File: src/rtl/elevator_ctrl.sv
// ----------------------------------------------------------------------------
// elevator_ctrl
//   Floor sequencer for a 6-stop car (F1, F2, F2M, F3, F3M, F4).
//   - Latches call requests.
//   - Moves the car one stop every TRAVEL_CYCLES clocks using SCAN ordering.
//   - Holds the door open for DOOR_CYCLES clocks at each served stop.
//   All outputs are registered.
//
// Ports
//   clk        in   1  system clock, rising edge
//   reset      in   1  asynchronous reset, active low
//   req        in   6  call requests, bit0 = F1 .. bit5 = F4
//   estop      in   1  emergency stop (only when ELEV_ESTOP_EN is defined)
//   currentF   out  6  one-hot car position
//   pending    out  6  latched, not-yet-served requests
//   up         out  1  car moving toward F4
//   down       out  1  car moving toward F1
//   door_open  out  1  door open at currentF
//
// Build option
//   ELEV_ESTOP_EN : adds the estop input.
//                   While estop is high:
//                   - the state, timer and position are frozen;
//                   - requests keep latching;
//                   - up and down are forced low.
//
// State table
//   state  | meaning
//   S_IDLE | car stopped, door closed, choosing the next move
//   S_MOVE | travelling one stop per TRAVEL_CYCLES in direction dir_q
//   S_DOOR | door open at currentF for DOOR_CYCLES clocks
// ----------------------------------------------------------------------------
module elevator_ctrl #(
   parameter int TRAVEL_CYCLES = 4,
   parameter int DOOR_CYCLES   = 3
) (
   input  logic       clk,
   input  logic       reset,
   input  logic [5:0] req,
`ifdef ELEV_ESTOP_EN
   input  logic       estop,
`endif
   output logic [5:0] currentF,
   output logic [5:0] pending,
   output logic       up,
   output logic       down,
   output logic       door_open
);

   localparam int TMAX = (TRAVEL_CYCLES > DOOR_CYCLES) ? TRAVEL_CYCLES : DOOR_CYCLES;
   localparam int TW   = $clog2(TMAX + 1);
   localparam logic [TW-1:0] TRAVEL_LAST = TW'(TRAVEL_CYCLES - 1);
   localparam logic [TW-1:0] DOOR_LAST   = TW'(DOOR_CYCLES - 1);

   typedef enum logic [1:0] {
      S_IDLE = 2'd0,
      S_MOVE = 2'd1,
      S_DOOR = 2'd2
   } state_t;

   state_t        state_q, state_d;
   logic          dir_up_q, dir_up_d;
   logic [TW-1:0] timer_q, timer_d;
   logic [5:0]    pos_q, pos_d;
   logic [5:0]    pend_q, pend_d;
   logic          up_q, up_d;
   logic          down_q, down_d;
   logic          door_q, door_d;
   logic          freeze;

`ifdef ELEV_ESTOP_EN
   assign freeze = estop;
`else
   assign freeze = 1'b0;
`endif

   // For a one-hot position c:
   //   c - 1        sets every bit below c;
   //   ~(c | c - 1) sets every bit above c.
   function automatic logic [5:0] above_mask(input logic [5:0] c);
      return ~(c | (c - 6'd1));
   endfunction

   function automatic logic [5:0] below_mask(input logic [5:0] c);
      return c - 6'd1;
   endfunction

   function automatic logic [TW-1:0] sat_inc(input logic [TW-1:0] t);
      return (t == {TW{1'b1}}) ? t : t + 1'b1;
   endfunction

   logic [5:0] req_all;
   logic [5:0] shifted;

   assign req_all = pend_q | req;

   // Shift one stop in the travel direction, pinned at the end stops.
   always_comb begin
      shifted = pos_q;
      if (dir_up_q) begin
         if (!pos_q[5]) shifted = {pos_q[4:0], 1'b0};
      end else begin
         if (!pos_q[0]) shifted = {1'b0, pos_q[5:1]};
      end
   end

   always_comb begin
      state_d  = state_q;
      dir_up_d = dir_up_q;
      timer_d  = timer_q;
      pos_d    = pos_q;
      pend_d   = req_all;

      if (!freeze) begin
         case (state_q)
            S_IDLE: begin
               // A call for the stop the car is at is served now, never latched.
               pend_d  = req_all & ~pos_q;
               timer_d = '0;
               if ((req_all & pos_q) != 6'd0) begin
                  state_d = S_DOOR;
               end else if (((pend_q & above_mask(pos_q)) != 6'd0) &&
                            (dir_up_q || ((pend_q & below_mask(pos_q)) == 6'd0))) begin
                  state_d  = S_MOVE;
                  dir_up_d = 1'b1;
               end else if ((pend_q & below_mask(pos_q)) != 6'd0) begin
                  state_d  = S_MOVE;
                  dir_up_d = 1'b0;
               end
            end
            S_MOVE: begin
               if (timer_q >= TRAVEL_LAST) begin
                  pos_d   = shifted;
                  timer_d = '0;
                  // A call arriving on the same clock as the car reaches that
                  // stop is counted, so it is served rather than left pending.
                  if ((req_all & shifted) != 6'd0) begin
                     state_d = S_DOOR;
                     pend_d  = req_all & ~shifted;
                  end else if ((req_all & (dir_up_q ? above_mask(shifted)
                                                    : below_mask(shifted))) != 6'd0) begin
                     state_d = S_MOVE;
                  end else begin
                     state_d = S_IDLE;
                  end
               end else begin
                  timer_d = sat_inc(timer_q);
               end
            end
            S_DOOR: begin
               pend_d = req_all & ~pos_q;
               // A repeated call at this stop holds the door open.
               if ((req & pos_q) != 6'd0) begin
                  timer_d = '0;
               end else if (timer_q >= DOOR_LAST) begin
                  state_d = S_IDLE;
                  timer_d = '0;
               end else begin
                  timer_d = sat_inc(timer_q);
               end
            end
            default: begin
               state_d = S_IDLE;
               timer_d = '0;
            end
         endcase
      end

      up_d   = (state_d == S_MOVE) && dir_up_d && !freeze;
      down_d = (state_d == S_MOVE) && !dir_up_d && !freeze;
      door_d = (state_d == S_DOOR);
   end

   always_ff @(posedge clk or negedge reset) begin
      if (!reset) begin
         state_q  <= S_IDLE;
         dir_up_q <= 1'b1;
         timer_q  <= '0;
         pos_q    <= 6'b000001;
         pend_q   <= 6'd0;
         up_q     <= 1'b0;
         down_q   <= 1'b0;
         door_q   <= 1'b0;
      end else begin
         state_q  <= state_d;
         dir_up_q <= dir_up_d;
         timer_q  <= timer_d;
         pos_q    <= pos_d;
         pend_q   <= pend_d;
         up_q     <= up_d;
         down_q   <= down_d;
         door_q   <= door_d;
      end
   end

   assign currentF  = pos_q;
   assign pending   = pend_q;
   assign up        = up_q;
   assign down      = down_q;
   assign door_open = door_q;

endmodule

File: config.mk
export PLATFORM = sky130hd
export DESIGN_NAME = elevator_ctrl
export DESIGN_NICKNAME = d
export VERILOG_FILES = /design/src/rtl/elevator_ctrl.sv
export SDC_FILE = /design/constraint.sdc
export NUM_CORES = 1
export LEC_CHECK = 0
export BUFFER_PORTS_ARGS = -buffer_cell sky130_fd_sc_hd__clkbuf_2
export CAP_MARGIN = 20
export CELL_PAD_IN_SITES_DETAIL_PLACEMENT = 0
export CELL_PAD_IN_SITES_GLOBAL_PLACEMENT = 1
export CORE_MARGIN = 1
export CORE_UTILIZATION = 43
export DETAILED_ROUTE_END_ITERATION = 10
export PLACE_DENSITY_LB_ADDON = 0.1
export SLEW_MARGIN = 20
export SYNTH_ARGS = -nofsm -noshare
export SYNTH_HDL_FRONTEND = slang
export SYNTH_SLANG_ARGS = --single-unit
export TNS_END_PERCENT = 5
File: constraint.sdc
create_clock -name clk -period 3.95 [get_ports clk]
set_input_delay 0.79 -clock clk [delete_from_list [all_inputs] [get_ports clk]]
set_output_delay 0.79 -clock clk [all_outputs]
set_load 0.05 [all_outputs]
=== After elaboration in Yosys (flattened, before gate mapping) ===
Cells that the tools add are included.

* Output and inout port bits: 15
* Bits in registers: 21
* Bits of input ports: 8
* Word-level logic and storage cells: 73

* Bitwise operators: 15
* Equal/unequal tests: 5
* Reductions and logical operators: 15
* Multiplexer cells: 25
* $add $sub $neg: 3
* Magnitude comparators: 2

{| class="wikitable"
|+ Operators by type and width
! operator !! count
|-
| AND 6 bit || 8
|-
| 2-to-1 mux 6 bit || 6
|-
| nonzero test 6 bit || 6
|-
| inverter 6 bit || 4
|-
| OR 6 bit || 3
|-
| 2-to-1 mux 2 bit || 7
|-
| 2-to-1 mux 3 bit || 4
|-
| case mux 6 bit (2 select lines) || 1
|-
| subtractor 6 x 1 -> 6 bit (second input constant) || 2
|-
| >= comparator 3 x 2 -> 1 bit (second input constant) || 2
|-
| zero test 6 bit || 1
|-
| case mux 2 bit (3 select lines) || 1
|-
| case mux 3 bit (2 select lines) || 1
|-
| 2-to-1 mux 1 bit || 5
|-
| equality test 2 x 1 -> 1 bit (second input constant) || 2
|-
| equality test 2 bit (second input constant) || 2
|-
| adder 3 x 1 -> 3 bit (second input constant) || 1
|-
| equality test 3 bit (second input constant) || 1
|-
| logical AND 1 bit || 3
|-
| zero test 2 bit || 1
|-
| AND reduction 2 bit || 1
|-
| OR reduction 2 bit || 1
|-
| zero test 1 bit || 1
|-
| logical OR 1 bit || 1
|}

=== Longest topological paths before layout ===
Gate-level depths: netlist of run 1.

* Word-level depth: 14
* Depth in mapped cells: 14
* Gate-level depth less buffers: 13

=== Worst setup path after synthesis of run 1 ===
Ideal clock, no wire load.

* Path type: flip-flop to flip-flop
* Start point: register pos_q[0] (netlist: currentF[0])
* End point: register up_q (netlist: up)
* Stages on the path, launching flop included: 13
* Setup slack: 0.670 ns
* Data arrival time: 3.159 ns
* Clock period less this slack: 3.280 ns
* Library setup time: 0.121 ns
* Path buffers: 1
* Required time: 3.829 ns
* Cell sequence: dfstp_2 > buf_4 > nor2_1 > a222oi_1 > ha_1 > nand3_1 > ha_1 > mux2i_1 > o22ai_1 > nor3_1 > a31oi_1 > a211oi_2 > and4bb_1

* Longest elaborated chain between the ends: 14
* Elaborated cells on any way between the ends: 39
* Classes of those cells: add/sub: 2; eq/ne: 1; mux: 16; bitwise: 10; reduce/logical: 10

{| class="wikitable"
|+ Ends and longest elaborated chain
! element !! line !! RTL
|-
| from (decl) || 64 || <nowiki>logic [5:0] pos_q, pos_d;</nowiki>
|-
| from (signal assigned) || 188 || <nowiki>pos_q <= pos_d;</nowiki>
|-
| 2-to-1 mux 6 bit, on equally long branches || 103, 101 ||
|-
| 2-to-1 mux 6 bit || 100 || <nowiki>if (dir_up_q) begin</nowiki>
|-
| subtractor 6 x 1 -> 6 bit || 81, 85 ||
|-
| OR 6 bit || 81 || <nowiki>return ~(c | (c - 6'd1));</nowiki>
|-
| inverter 6 bit || 81 ||
|-
| 2-to-1 mux 6 bit || 140 || <nowiki>end else if ((req_all & (dir_up_q ? above_mask(shifted)</nowiki>
|-
| AND 6 bit || 140 ||
|-
| nonzero test 6 bit || 140 ||
|-
| 2-to-1 mux 1 bit || 140 ||
|-
| 2-to-1 mux 2 bit || 137 || <nowiki>if ((req_all & shifted) != 6'd0) begin</nowiki>
|-
| 2-to-1 mux 2 bit || 132 || <nowiki>if (timer_q >= TRAVEL_LAST) begin</nowiki>
|-
| case mux 2 bit (3 select lines) || 115 || <nowiki>case (state_q)</nowiki>
|-
| equality test 2 x 1 -> 1 bit || 169 || <nowiki>up_d = (state_d == S_MOVE) && dir_up_d && !freeze;</nowiki>
|-
| logical AND 1 bit (*) || 169 ||
|-
| net up_d || 66 || <nowiki>logic up_q, up_d;</nowiki>
|-
| to (signal assigned) || 190 || <nowiki>up_q <= up_d;</nowiki>
|-
| to (decl) || 66 ||
|}

Mark *: on every way through the listed nets, which the timed path passes. The rest lies on a longest branch.
A chain may end at the register's enable or synchronous reset.

=== Worst setup path after layout of run 1 ===
* Start point: register dir_up_q
* End point: register up_q (netlist: up)

* Longest elaborated chain between the ends: 13
* Elaborated cells on any way between the ends: 23
* Classes of those cells: add/sub: 1; eq/ne: 1; mux: 12; bitwise: 4; reduce/logical: 5

{| class="wikitable"
|+ Ends and longest elaborated chain
! element !! line !! RTL
|-
| from (decl) || 62 || <nowiki>logic dir_up_q, dir_up_d;</nowiki>
|-
| from (signal assigned) || 186 || <nowiki>dir_up_q <= dir_up_d;</nowiki>
|-
| 2-to-1 mux 6 bit || 100 ||
|-
| subtractor 6 x 1 -> 6 bit || 81, 85 ||
|-
| OR 6 bit || 81 ||
|-
| inverter 6 bit || 81 ||
|-
| 2-to-1 mux 6 bit || 140 ||
|-
| AND 6 bit || 140 ||
|-
| nonzero test 6 bit || 140 ||
|-
| 2-to-1 mux 1 bit || 140 ||
|-
| 2-to-1 mux 2 bit || 137 ||
|-
| 2-to-1 mux 2 bit || 132 ||
|-
| case mux 2 bit (3 select lines) || 115 ||
|-
| equality test 2 x 1 -> 1 bit || 169 ||
|-
| logical AND 1 bit (*) || 169 ||
|-
| net up_d || 66 ||
|}

Marked as above.

==> results of run 1 <==
## worst max-delay path: cells and delay by family, from the launching register on
kind	cells	cell delay [ns]
compound gates	4	0.84
fa+ha+maj	1	0.31
flops	1	0.74
mux	1	0.13
simple gates	4	1.17
## per-stage QoR
step                area [µm²]  hold WS (ns)
detailed placement        1820         0.577
CTS                       1870         0.512
finish                    1870         0.493
global route              1870         0.529
floorplan                 1670         0.494
global placement          1820         0.568
## area by class of cell
| cell class | instances | area (µm²) |
|---|---|---|
| inverter | 14 | 52.6 |
| clock buffer | 4 | 45.0 |
| fill | 386 | 1820 |
| timing repair buffer | 25 | 133 |
| sequential | 21 | 528 |
| multi-input combinational | 153 | 1050 |
| tap | 48 | 60.1 |
## state kept, by name, indices dropped and copies added, names as in the netlist
| name | flops |
|---|---|
| door_open | 1 |
| down | 1 |
| up | 1 |
| state_q | 2 |
| currentF | 6 |
| pending | 6 |
| dir_up_q | 1 |
| timer_q | 3 |
## power breakdown
| part | internal, mW | total [mW] | switching [mW] |
|---|---|---|---|
| logic | 0.144 | 0.463 | 0.319 |
| clock network | 0.0719 | 0.142 | 0.0697 |
| registers | 0.265 | 0.336 | 0.0711 |
| total | 0.481 | 0.941 | 0.460 |
## layout by cell type, fill, tap and decap left out, drive strengths merged, types with 2 or more instances in the layout
cell,n
dfrtp,19
a222oi,3
clkbuf,26
a21o,2
o31ai,3
a221oi,2
o21ai,17
o21a,2
nor2b,3
a22oi,6
a211oi,3
o22ai,3
nand3,6
inv,14
o221ai,3
a21oi,11
and3,2
buf,3
ha,18
or2,3
dfstp,2
nor3,3
nand2,14
nor2,26
mux2i,4
or3b,2
## kinds of logic after synthesis
| group | after synthesis |
|---|---|
| AO/OA/AOI/OAI | 63 |
| buffers and inverters | 23 |
| XOR/XNOR | 1 |
| flip-flops | 21 |
| adder cells (fa/ha/maj) | 18 |
| multiplexers | 4 |
| AND/OR/NAND/NOR | 67 |
## layer usage
metal  track usage  wire, µm
met3        0.0375       207
met4        0.0778       129
met2         0.397      2030
met1         0.336      2210
met5             0         0
## path summary, 6_finish.rpt
check | startpoint | end | slack [ns] | depth (start not counted)
max in group asynchronous | reset | dir_up_q | 3.08 | 1
max | dir_up_q | up | 0.64 | 10
min reg2reg | timer_q[2] | timer_q[2] | 0.59 | 2
min in group clk | timer_q[2] | timer_q[2] | 0.59 | 2
min | reset | currentF[4] | 0.49 | 1
max reg2reg | dir_up_q | up | 0.64 | 10
==> flow_metrics.env, run 1 <==
export IMPL_fin_ws_ns=0.643
export IMPL_p_leak_nw=0.865
export IMPL_grt_pass1_vias=1512
export IMPL_yosys_top_cells_area="dfrtp_1 28%, ha_1 13%, nor2_1 5.8%"
export IMPL_dpl_cell_count=261
export IMPL_post_cts_setup_buffers=0
export IMPL_drc=0
export IMPL_pin_count=23
export IMPL_root_buffer="clkbuf_8"
export IMPL_drv_cap=0
export IMPL_async_flop_share=1.00
export IMPL_num_rows=22
export IMPL_dr_pass1_iters=4
export IMPL_synth_compound_area_share=0.258
export IMPL_path_cells="or3b_2 > o221ai_1 > nand3_1 > ha_1 > mux2i_1 > o22ai_1 > nor3_1 > a31oi_1 > a211oi_2 > and4bb_1"
export IMPL_viasPerCell=5.90
export IMPL_netlist_top_cells_count="26 x nor2_1, 19 x dfrtp_1, 18 x ha_1"
export IMPL_worst_pin_slew_ns=0.600
export IMPL_portBuffers=22
export IMPL_muxShareOfSynthArea=0.0239
export IMPL_period_share=0.837
export IMPL_timing_final_max_slew_violations=0
export IMPL_setup_viol=0
export IMPL_start_kind="flip-flop"
export IMPL_synth_top_cell_area_share=0.284
export IMPL_gp_congestion=1.00
export IMPL_wire_per_inst_um=17.3
export IMPL_synth_edff_count=0
export IMPL_ys_types=46
export IMPL_layout_cells_non_filler=265
export IMPL_max_stage_delay_ns=0.74
export IMPL_grt_use_total=0.247
export IMPL_grt_max_degree=22
export IMPL_slowest_stage="dfstp_2"
export IMPL_synth_cell_area_um2=1670
export IMPL_die_width_um=64.4
export IMPL_place_ws_ns=0.667
export IMPL_irDropWorstVdd_uv=313
export IMPL_utilization=0.506
export IMPL_hold_class="in -> async"
export IMPL_synth_most_common_cell="nor2_1"
export IMPL_timing_setup_tns_ns=0
export IMPL_hpwl_um=3430
export IMPL_grt_overflow_total=0
export IMPL_rsz0062_at_grt="false"
export IMPL_design_die_area_um2=4140
export IMPL_yosysWarningCount=0
export IMPL_htree_levels=1
export IMPL_synth_seq_area_share=0.316
export IMPL_start_util=0.454
export IMPL_skew_ns=0.00427
export IMPL_cts_resized=0
export IMPL_cts_path_max_buffers=2
export IMPL_grt_pass1_wl_um=7660
export IMPL_syn_nets=223
export IMPL_syn_area_per_cell_um2=8.49
export IMPL_hold_buffers=0
export IMPL_clock_sinks=21
export IMPL_cellPowerDensity_nw_per_um2=504
export IMPL_vias=1564
export IMPL_crit_type="reg -> reg"
export IMPL_synthCells=197
export IMPL_drive_gt1_frac=0.184
export IMPL_ys_ff_latch=21
export IMPL_syn_to_final_growth_pct=11.5
export IMPL_synth_xor_area_frac=0.00524
export IMPL_finalHoldViolations=0
export IMPL_clk_insertion_delay_late_ns=0.26
export IMPL_max_freq_mhz=302
export IMPL_slew_headroom=0.600
export IMPL_synth_flop_cell="dfrtp_1"
export IMPL_cp_required_ns=4.10
export IMPL_synthAdderAreaFrac=0.135
export IMPL_cts_tree="built"
export IMPL_path_max_fanout=18
export IMPL_postRouteAntennaNets=0
export IMPL_die_y_um=64.4
export IMPL_status="finished, final reports clean"
export IMPL_worst_setup_path_end_kind="flip-flop"
export IMPL_antenna_found_initial=0
export IMPL_antenna_cells=0
export IMPL_drt_first_iter_violations=141
export IMPL_clkTransAtPathRegs_ns=0.08
export IMPL_p_total_mw=0.941
export IMPL_arrival_ns=3.45
export IMPL_synth_top_area_cell="dfrtp_1"
export IMPL_synth_simple_gate_area_share=0.204
export IMPL_core_um2=3690
export IMPL_numCtsBuffers=3
export IMPL_nets=244
export IMPL_drt_wl_total_um=4580
export IMPL_period_needed_ns=3.31
export IMPL_synth_top_family_by_area="compound AO/OA/AOI/OAI gates"
Power figures use the tool's default switching activity.
==> run 2: changes to the inputs <==
==> constraint.sdc (replaced) <==
create_clock -name clk -period 3.2 [get_ports clk]
set_input_delay 0.64 -clock clk [delete_from_list [all_inputs] [get_ports clk]]
set_output_delay 0.64 -clock clk [all_outputs]
set_load 0.05 [all_outputs]
==> run 2 against run 1 <==
Compared with the run above: critical path depth increased by 2; global-route usage fell by 0.30 points; first-iteration DRC count down 15%; sequential cell count is the same; register-to-register slack got worse by 0.50 ns; power up 25%; clock skew shrank 0.0029 ns; critical path type unchanged; largest cell class unchanged.
==> flow_metrics.env, run 2 (synthesis results as in run 1) <==
export IMPL_cts_tree="built"
export IMPL_combPwrFrac=0.499
export IMPL_skew_ns=0.00137
export IMPL_syn_to_final_growth_pct=14.7
export IMPL_crit_start="dir_up_q"
export IMPL_worst_r2r_startpoint="dir_up_q"
export IMPL_worst_setup_path_end_kind="flip-flop"
export IMPL_clock_sinks=21
export IMPL_grt_use_total=0.244
export IMPL_clockPowerShare=0.149
export IMPL_cp_required_ns=3.37
export IMPL_start_kind="flip-flop"
export IMPL_period_needed_ns=3.06
export IMPL_drt_first_iter_violations=120
export IMPL_power_switching_mw=0.575
export IMPL_drc=0
export IMPL_layout_cells_non_filler=270
export IMPL_root_buffer="clkbuf_8"
export IMPL_grt_max_degree=22
export IMPL_path_max_fanout=18
export IMPL_postRouteAntennaNets=0
export IMPL_cp_common_cell="nand2_1"
export IMPL_max_freq_mhz=327
export IMPL_grt_pass1_wl_um=7620
export IMPL_placed_cell_area_um2=1860
export IMPL_portBuffers=22
export IMPL_most_common_layout_cells="26 x nor2_1, 22 x clkbuf_2, 19 x dfrtp_1"
export IMPL_num_rows=22
export IMPL_layout_commonest_cell="nor2_1"
export IMPL_slowest_stage="dfstp_4"
export IMPL_core_um2=3690
export IMPL_htree_levels=1
export IMPL_path_buf_inv=1
export IMPL_status="finished, final reports clean"
export IMPL_hold_slack_ns=0.350
export IMPL_max_stage_delay_ns=0.73
export IMPL_seq_power_share=0.352
export IMPL_rsz0062_at_grt="true"
export IMPL_grt_overflow_total=0
export IMPL_period_share=0.957
export IMPL_die_width_um=64.4
export IMPL_reg2regPathDepth=12
export IMPL_drt_wl_total_um=4630
export IMPL_pin_count=23
export IMPL_dr_pass1_iters=4
export IMPL_antenna_found_initial=0
export IMPL_design_die_area_um2=4140
export IMPL_cellPowerDensity_nw_per_um2=614
export IMPL_drv_cap=0
export IMPL_clkTransAtPathRegs_ns=0.08
export IMPL_vias=1637
export IMPL_swShare=0.487
export IMPL_arrival_ns=3.23
export IMPL_slew_headroom=0.535
export IMPL_wire_per_inst_um=17.2
export IMPL_dpl_cell_count=266
export IMPL_hpwl_um=3550
export IMPL_antenna_cells=0
export IMPL_rr_endpoint="down"
export IMPL_finalHoldViolations=0
export IMPL_timing_final_max_slew_violations=0
export IMPL_internal_power_mw=0.604
export IMPL_path_cells="or3b_2 > o221ai_1 > nand2_1 > or2_2 > ha_1 > o21ai_0 > nand2_1 > nand2_1 > a31oi_1 > a211oi_2 > buf_4 > nor4b_2"
export IMPL_post_route_cell_area_um2=1920
export IMPL_viasPerCell=6.06
export IMPL_numCtsBuffers=3
export IMPL_die_y_um=64.4
export IMPL_clk_insertion_delay_late_ns=0.26
export IMPL_crit_family="simple AND/OR/NAND/NOR gates"
export IMPL_start_util=0.454
export IMPL_crit_type="reg -> reg"
export IMPL_irDropWorstVdd_uv=308
export IMPL_setup_viol=0
export IMPL_grt_pass1_vias=1576
export IMPL_cts_path_max_buffers=2
export IMPL_drive_gt1_frac=0.216
export IMPL_p_leak_nw=0.894
export IMPL_post_cts_setup_buffers=0
export IMPL_nets=249
export IMPL_worst_r2r_setup_slack_ns=0.14
export IMPL_hold_class="in -> async"
export IMPL_worst_pin_slew_ns=0.696
export IMPL_gp_congestion=0.909
-- run 2: cell count changes in the layout (fill, tap and decap cells not counted), sizes merged --
cell    previous run  this run
buf                3         8
clkbuf            26        25
clkinv             0         1
-- run 2: power groups by stage --
| stage | clock network, mW | registers (mW) | logic, mW |
|---|---|---|---|
| 2_1_floorplan | 0 | 0.540 | 0.278 |
| 3_3_place_gp | 0 | 0.416 | 0.570 |
| 3_5_place_dp | 0 | 0.419 | 0.576 |
| 4_1_cts | 0.181 | 0.414 | 0.581 |
| 5_1_grt | 0.194 | 0.425 | 0.634 |
| 6_report | 0.175 | 0.415 | 0.588 |
-- run 2: repair_timing --
item,in CTS,in global routing
endpoints found under the setup margin,0,4
hold buffers,0,0
endpoints found under the hold margin,0,0
gates resized for setup,0,2
-- run 2: area by class of cell --
cell class | instances | area [µm²]
repair buffers | 30 | 170
clock inverters | 1 | 5.00
inverters | 14 | 52.6
clock buffers | 3 | 41.3
fillers | 352 | 1770
well taps | 48 | 60.1
flip-flops and latches | 21 | 536
multi-input cells | 153 | 1050
-- run 2: stage by stage --
step                TNS, ns  total power [mW]  utilization  worst slack [ns]
global placement          0             0.986        0.505             0.168
detailed placement        0             0.996        0.505             0.131
CTS                       0              1.18        0.518             0.104
floorplan                 0             0.818            -            0.0268
global route        -0.0507              1.25        0.520           -0.0358
finish                    0              1.18        0.520             0.138
-- run 2: worst max path at each step --
| stage | endpoint | slack (ns) | depth (start not counted) |
|---|---|---|---|
| 2_1_floorplan | up | 0.03 | 12 |
| 3_5_place_dp | down | 0.13 | 12 |
| 4_1_cts | down | 0.10 | 12 |
| 6_report | down | 0.14 | 12 |
| 3_3_place_gp | down | 0.17 | 12 |
| 5_1_grt | down | -0.04 | 12 |
-- run 2: layer usage --
layer  up-vias  GRT usage  routed length (µm)  part of all wire
met2        86      0.393                2120              0.46
met3         7     0.0286                 357             0.077
met5         -          0                   0                 0
met4         0     0.0861                  63             0.014
met1       768      0.334                2100              0.45
li1        776          -                   -                 -
